<file path="src/rtl/senha_pkg.sv">
// Shared types and constants for the password-enrollment block:
// FSM state encoding, report error codes and the reserved invalid password.
package senha_pkg;

  typedef enum logic [2:0] {
    S_IDLE   = 3'd0,
    S_SCAN   = 3'd1,
    S_WRITE  = 3'd2,
    S_CLEAR  = 3'd3,
    S_REPORT = 3'd4
  } state_t;

  localparam logic [1:0] ERR_NONE = 2'd0;
  localparam logic [1:0] ERR_DUP  = 2'd1;
  localparam logic [1:0] ERR_FULL = 2'd2;
  localparam logic [1:0] ERR_INV  = 2'd3;

  localparam logic [7:0] INVALID_SENHA = 8'h00;

endpackage

</file>
<file path="src/rtl/slot_counter.sv">
// Address counter shared by the duplicate scan and the erase sweep;
// clr takes priority over en and wraps naturally at 2**ADDR_W.
module slot_counter #(
  parameter int ADDR_W = 4
) (
  input  logic              clk,
  input  logic              reset,
  input  logic              clr,
  input  logic              en,
  output logic [ADDR_W-1:0] value
);

  logic [ADDR_W-1:0] value_reg;

  always_ff @(posedge clk or posedge reset) begin
    if (reset) begin
      value_reg <= '0;
    end else if (clr) begin
      value_reg <= '0;
    end else if (en) begin
      value_reg <= value_reg + 1'b1;
    end
  end

  assign value = value_reg;

endmodule

</file>
<file path="src/rtl/senha_writer.sv">
// Enrolls 8-bit passwords into an external slot memory, rejecting duplicates,
// a full table and the reserved 0x00 value; can also erase every slot.
module senha_writer
  import senha_pkg::*;
#(
  parameter int ADDR_W = 4,
  parameter int DEPTH  = 16
) (
  input  logic              clk,
  input  logic              reset,
  input  logic              enter,
  input  logic              clear,
  input  logic [7:0]        senha,
  input  logic [7:0]        out_mem,
  output logic [ADDR_W-1:0] addr,
  output logic [7:0]        data_mem,
  output logic              we,
  output logic              busy,
  output logic              done,
  output logic              ok,
  output logic [1:0]        err,
  output logic [ADDR_W:0]   count
);

  localparam logic [ADDR_W:0]   DEPTH_C   = (ADDR_W+1)'(DEPTH);
  localparam logic [ADDR_W:0]   ONE_C     = (ADDR_W+1)'(1);
  localparam logic [ADDR_W-1:0] LAST_ADDR = ADDR_W'(DEPTH - 1);

  state_t            state_reg, state_next;
  logic [ADDR_W:0]   count_reg;
  logic [7:0]        senha_reg;
  logic              ok_reg;
  logic [1:0]        err_reg;
  logic              rpt_ok;
  logic [1:0]        rpt_err;

  logic [ADDR_W-1:0] scan_addr;
  logic              scan_clr;
  logic              scan_en;
  logic              scan_hit;
  logic              scan_last;

  assign scan_hit  = (out_mem == senha_reg);
  assign scan_last = ({1'b0, scan_addr} == (count_reg - ONE_C));

  slot_counter #(
    .ADDR_W(ADDR_W)
  ) u_slot_counter (
    .clk   (clk),
    .reset (reset),
    .clr   (scan_clr),
    .en    (scan_en),
    .value (scan_addr)
  );

  // Scan address restarts from 0 on every pass through IDLE.
  always_comb begin
    scan_clr = 1'b0;
    scan_en  = 1'b0;
    case (state_reg)
      S_IDLE:  scan_clr = 1'b1;
      S_SCAN:  scan_en  = !scan_hit && !scan_last;
      S_CLEAR: scan_en  = 1'b1;
      default: ;
    endcase
  end

  always_ff @(posedge clk or posedge reset) begin
    if (reset) begin
      state_reg <= S_IDLE;
    end else begin
      state_reg <= state_next;
    end
  end

  always_comb begin
    state_next = state_reg;
    rpt_ok     = 1'b0;
    rpt_err    = ERR_NONE;
    case (state_reg)
      S_IDLE: begin
        if (enter) begin
          if (senha == INVALID_SENHA) begin
            state_next = S_REPORT;
            rpt_err    = ERR_INV;
          end else if (count_reg == DEPTH_C) begin
            state_next = S_REPORT;
            rpt_err    = ERR_FULL;
          end else if (count_reg != '0) begin
            state_next = S_SCAN;
          end else begin
            state_next = S_WRITE;
          end
        end else if (clear) begin
          state_next = S_CLEAR;
        end
      end
      S_SCAN: begin
        if (scan_hit) begin
          state_next = S_REPORT;
          rpt_err    = ERR_DUP;
        end else if (scan_last) begin
          state_next = S_WRITE;
        end
      end
      S_WRITE: begin
        state_next = S_REPORT;
        rpt_ok     = 1'b1;
      end
      S_CLEAR: begin
        if (scan_addr == LAST_ADDR) begin
          state_next = S_REPORT;
          rpt_ok     = 1'b1;
        end
      end
      S_REPORT: state_next = S_IDLE;
      default:  state_next = S_IDLE;
    endcase
  end

  // Report qualifiers are captured on the deciding transition and held through REPORT.
  always_ff @(posedge clk or posedge reset) begin
    if (reset) begin
      count_reg <= '0;
      senha_reg <= INVALID_SENHA;
      ok_reg    <= 1'b0;
      err_reg   <= ERR_NONE;
    end else begin
      if (state_reg == S_IDLE && enter) begin
        senha_reg <= senha;
      end
      if (state_next == S_REPORT && state_reg != S_REPORT) begin
        ok_reg  <= rpt_ok;
        err_reg <= rpt_err;
      end
      if (state_reg == S_WRITE) begin
        count_reg <= count_reg + ONE_C;
      end else if (state_reg == S_CLEAR && scan_addr == LAST_ADDR) begin
        count_reg <= '0;
      end
    end
  end

  always_comb begin
    addr     = '0;
    data_mem = 8'h00;
    we       = 1'b0;
    busy     = (state_reg != S_IDLE);
    done     = 1'b0;
    ok       = 1'b0;
    err      = ERR_NONE;
    case (state_reg)
      S_SCAN: addr = scan_addr;
      S_WRITE: begin
        addr     = count_reg[ADDR_W-1:0];
        data_mem = senha_reg;
        we       = 1'b1;
      end
      S_CLEAR: begin
        addr = scan_addr;
        we   = 1'b1;
      end
      S_REPORT: begin
        done = 1'b1;
        ok   = ok_reg;
        err  = err_reg;
      end
      default: ;
    endcase
  end

  assign count = count_reg;

endmodule

</file>
<file path="config.mk">
export PLATFORM = sky130hd
export DESIGN_NAME = senha_writer
export DESIGN_NICKNAME = d
export VERILOG_FILES = /design/src/rtl/senha_pkg.sv /design/src/rtl/slot_counter.sv /design/src/rtl/senha_writer.sv
export SDC_FILE = /design/constraint.sdc
export NUM_CORES = 1
export LEC_CHECK = 0
export CAP_MARGIN = 20
export CORE_MARGIN = 5
export CORE_UTILIZATION = 45
export CTS_CLUSTER_SIZE = 24
export DETAILED_ROUTE_END_ITERATION = 12
export PLACE_DENSITY = 0.82
export SETUP_SLACK_MARGIN = 0.05
export SYNTH_ARGS = -nofsm -noshare
export SYNTH_HDL_FRONTEND = slang
export SYNTH_SLANG_ARGS = --single-unit
</file>
<file path="constraint.sdc">
create_clock -name clk -period 5.7 [get_ports clk]
set_input_delay 0.855 -clock clk [delete_from_list [all_inputs] [get_ports clk]]
set_output_delay 0.855 -clock clk [all_outputs]
set_load 0.02 [all_outputs]
</file>
=== Word-level counts from Yosys, hierarchy flattened ===
Cells that the tools add are included.
Widths: inputs -> output; s select.

* Flip-flop bits (word level): 23
* Logic and storage cells: 61

* Add/sub/neg operators: 3
* Equality and inequality tests: 10
* Muxes and demuxes: 28
* Reductions and logical operators: 14

{| class="wikitable"
|+ Operators with widths
! cell !! count
|-
| $mux 3 || 7
|-
| $pmux 3 s4 || 1
|-
| $mux 2 || 5
|-
| $mux 5 || 2
|-
| $eq 8x8->1 || 1
|-
| $logic_not 8->1 || 1
|-
| $mux 4 || 2
|-
| $mux 8 || 1
|-
| $pmux 4 s2 || 1
|-
| $eq 3x2->1 const B || 2
|-
| $eq 3x3->1 const B || 2
|-
| $mux 1 || 6
|-
| $add 5x1->5 const B || 1
|-
| $eq 4x5->1 || 1
|-
| $eq 5x5->1 const B || 1
|-
| $reduce_bool 5->1 || 1
|-
| $sub 5x1->5 const B || 1
|-
| $add 4x1->4 const B || 1
|-
| $eq 4x4->1 const B || 1
|-
| $logic_and 1x1->1 || 4
|-
| $pmux 1 s2 || 2
|-
| $pmux 2 s2 || 1
|-
| $reduce_bool 2->1 || 2
|-
| $reduce_or 2->1 || 2
|-
| other kinds (5) || 6
|}

=== Logic depth before layout (Yosys ltp) ===
* Depth after elaboration: 8
* Depth in mapped cells: 8
* Mapped depth without buffers: 7

=== Modules after synthesis ===
Synthesis repeated with hierarchy kept, for this count alone.

* Cells, all modules: 168
* Area total of the unflattened synthesis: 1470.2 µm²

{| class="wikitable"
|+ Modules (own cells, without submodules)
! module !! instances !! cells an instance !! area an instance (µm²) !! seq. area each (µm²)
|-
| senha_writer || 1 || 151 || 1273.7 || 475.5
|-
| slot_counter || 1 || 17 || 196.4 || 100.1
|}

=== Worst setup path after synthesis ===
Ideal clock, no wire load.

* Kind: reg2out
* Start: register state_reg[1]
* End: output port addr[2]
* Data arrival time: 1.701 ns
* Path slack: 3.144 ns
* Stages on the path, launching flop included: 5
* Path buffers: 1
* Cells stage by stage: dfrtp_1 nor2b_1 nor2b_1 clkbuf_1 a22o_1

* Cells in the longest elaborated chain, start to end: 3

{| class="wikitable"
|+ Ends and longest elaborated chain
! element !! line !! RTL
|-
| from (decl) || senha_writer.sv:29 || <nowiki>state_t state_reg, state_next;</nowiki>
|-
| from (signal assigned) || senha_writer.sv:72 || <nowiki>state_reg <= state_next;</nowiki>
|-
| $eq 3x2->1 / $eq 3x1->1 (equally long branches) || senha_writer.sv:152 || <nowiki>case (state_reg)</nowiki>
|-
| $reduce_or 2->1 (no source line) || n/a ||
|-
| $pmux 4 s2 * || senha_writer.sv:152 ||
|-
| to (decl) || senha_writer.sv:15 || <nowiki>output logic [ADDR_W-1:0] addr,</nowiki>
|}

Mark *: on every way between the ends. The rest lies on a longest branch, timed or not.

=== Worst setup path in the final report ===
* Start: register state_reg[1]
* End: output port data_mem[3]

* Cells in the longest elaborated chain, start to end: 2

{| class="wikitable"
|+ Ends and longest elaborated chain
! element !! line !! RTL
|-
| $eq 3x2->1 || senha_writer.sv:152 ||
|-
| $mux 8 || senha_writer.sv:152 ||
|-
| to (decl) || senha_writer.sv:16 || <nowiki>output logic [7:0] data_mem,</nowiki>
|}

Every way passes these cells.

==> results.toml <==
[critical_path]
r2r-end = "u_slot_counter.value[1]"
endpoint_kind = "output port"
rrSetupSlack_ns = 3.54
cp.arrival_ns = 2.70
crit_end = "data_mem[3]"
cp_max_fo = 14
rr_startpoint = "count[0]"
crit_path_start_kind = "flip-flop"
ff2ff_path_depth = 7
crit_required_ns = 4.85
crit_type = "reg -> out"
startpoint = "state_reg[1]"

[finish]
final_util_pct = 59.8
area_growth_syn_to_layout_pct = 31.1
final_nets = 219
seq_area_um2 = 576
diodes = 0
largest_reg_flops = 8
layout-drive-gt1-share_pct = 8.72
multi_input_comb_area_um2 = 863
fill_cells = 284
final_cells = 241

[placement]
hpwlAfterDp_um = 2820
place_congestion = 0.843
dp_slack_ns = 2.50
dpl.cell_count = 237
portBuffers = 42

[power_and_ir_drop]
switching_power_mw = 0.403
clkPwrFrac_pct = 8.6
power_frac_seq_pct = 34.2
switching_share_pct = 44.6
vdd_ir_drop_max_uv = 211
internal_power_mw = 0.501
p_leak_nw = 0.792
power_density_nw_per_um2 = 460
power_frac_comb_pct = 57.2

[sta]
fin_crit_sh_pct = 62.4
final.setup.worst_slack_ns = 2.14
hold_viol = 0
rsz0062_at_grt = "false"
slew-limit-headroom_pct = 39.8
slew_violations = 0
setup_viol = 0
skew_ns = 0.00316
finalCriticalPeriod_ns = 3.56
tightest_slew_ns = 0.901
setup_tns_ns = 0
timing.fmax_ghz = 0.281

[clock_tree]
post_cts_buffers = 0
cts_tree = "yes"
hold_buffers = 0
cts_resized = 0
cts_inserted_buffers = 3
clk_pin_slew_ns = 0.13
h-tree-depth = 1
cts_sinks = 23
clk_latency_ns = 0.31
cts_buffer_depth = 2
cts_root_buf = "clkbuf_4"

[route]
wl_um = 3640
postRouteAntennaNets = 0
drtIter0Drc = 77
vias = 1319
post_drt_wl_per_cell_um = 15.1
dr.pass1.iters = 4
drcViolationCount = 0
routed_via_density = 5.47

[logic_synthesis]
synth_top_family_by_area = "simple AND/OR/NAND/NOR gates"
synth_cell_type_count = 43
yosys.area_share.adder_pct = 2.50
yosysSeqAreaShare_pct = 38.4
syn_area_um2 = 1500
synthSimpleGateAreaFrac_pct = 26.2
synthArstFlopShare_pct = 100
syn_avg_cell_area_um2 = 9.67
synth_xor_area_share_pct = 7.60
synth_mux_area_share_pct = 7.35
syn_nets = 178
synth-compound-area-share_pct = 13.9
yosysWarningCount = 0
syn_inst = 155
synth_ff_type = "dfrtp_1"
synth-edff-count = 0
synth.ff_latch_count = 23

[grt]
grt_first_pass_wirelength_um = 6130
antenna_found_initial = 0
grt_max_degree = 24
grt_overflow = 0
grt_use_total_pct = 17.6
grt_pass1_vias = 1364

[die]
start_util_pct = 45.6
die_x_um = 67.7
dieArea_um2 = 4590
coreArea_um2 = 3280
die_y_um = 67.7
rows = 21
pin_count = 43

[run]
drv_cap = 0

[min_path]
hp-class = "reg -> reg"
holdPathStages = 1

[outcome]
status = "complete, no violations"
metrics by stage:
step                      total power, mW  hold WS, ns  cell area [µm²]
after floorplan                     0.663        0.474             1500
after global placement              0.804        0.492             1940
after detailed placement            0.830        0.495             1940
after CTS                           0.908        0.527             1970
after global routing                0.972        0.545             1970
final                               0.904        0.522             1970
routing by layer:
metal,global-route usage [%],wire length [µm]
met2,30.9,1850
met4,4.81,19
met1,21.2,1480
met5,0,0
met3,4.33,291
worst min-delay path by stage:
stage,slack [ns],from,endpoint
finish,0.52,err_reg[1],err_reg[1]
global route,0.55,err_reg[1],err_reg[1]
CTS,0.53,err_reg[1],err_reg[1]
detailed placement,0.49,err_reg[1],err_reg[1]
global placement,0.49,err_reg[1],err_reg[1]
floorplan,0.47,err_reg[1],err_reg[1]
synth_stat cells, drive strengths merged, types with 4 or more instances:
master	instances	area, µm²
dfrtp	23	576
nand2	16	60.1
and2	13	81.3
o21ai	13	65.1
xnor2	10	87.6
mux2	8	90.1
inv	6	22.5
nand3	6	30.0
a22o	4	36.3
buf	4	28.8
nor2	4	15.0
nor2b	4	25.0
nor3	4	20.0
power by group through the flow:
stage	sequential, mW	combinational [mW]	clock (mW)
final	0.309	0.517	0.0782
after global routing	0.321	0.568	0.0823
after CTS	0.308	0.521	0.0793
after detailed placement	0.311	0.519	0
after global placement	0.306	0.498	0
after floorplan	0.288	0.374	0
critical path, cell delays in order, from the launching register on:
cell and delay [ns]:
dfrtp_1 0.45, nor2b_1 0.34, nor2b_1 0.75, and2_1 0.23, clkdlybuf4s50_1 0.62
cells by family (layout without fill, tap and decap cells):
family / Yosys count / in the layout
AOI/OAI and AO/OA: 29 / 29
buffers and inverters: 12 / 52
muxes: 10 / 10
DFF: 23 / 23
adders and majority gates: 3 / 3
and+or+nand+nor: 65 / 65
xor gates and xnor gates: 13 / 13
placed cells by master, fill, tap and decap left out, types with 2 or more instances in the layout:
cell             synthesis  layout
xor2_1                   3       3
a31oi_1                  2       2
nand3_1                  6       6
a21oi_1                  2       2
or4_1                    2       2
nor2b_1                  4       4
dfrtp_1                 23      23
ha_1                     3       3
o21ai_0                 13      13
and2_1                  13      13
mux2_2                   8       8
nor2_1                   4       4
a211oi_1                 2       2
nand4_1                  3       3
nand2b_1                 2       2
clkbuf_4                 0       3
and4_1                   2       2
xnor2_1                 10      10
nand2_1                 16      16
inv_1                    6       6
a22o_1                   3       3
nor3_1                   4       4
mux2i_1                  2       2
clkdlybuf4s50_1          0      42
cell type report:
type | instances | area share, %
Inverter | 6 | 1.15
Clock buffer | 4 | 1.34
Multi-Input combinational cell | 120 | 43.9
Timing Repair Buffer | 42 | 21.4
Sequential cell | 23 | 29.3
Tap cell | 46 | 2.93
No activity file was read; power rests on OpenSTA's default activity.
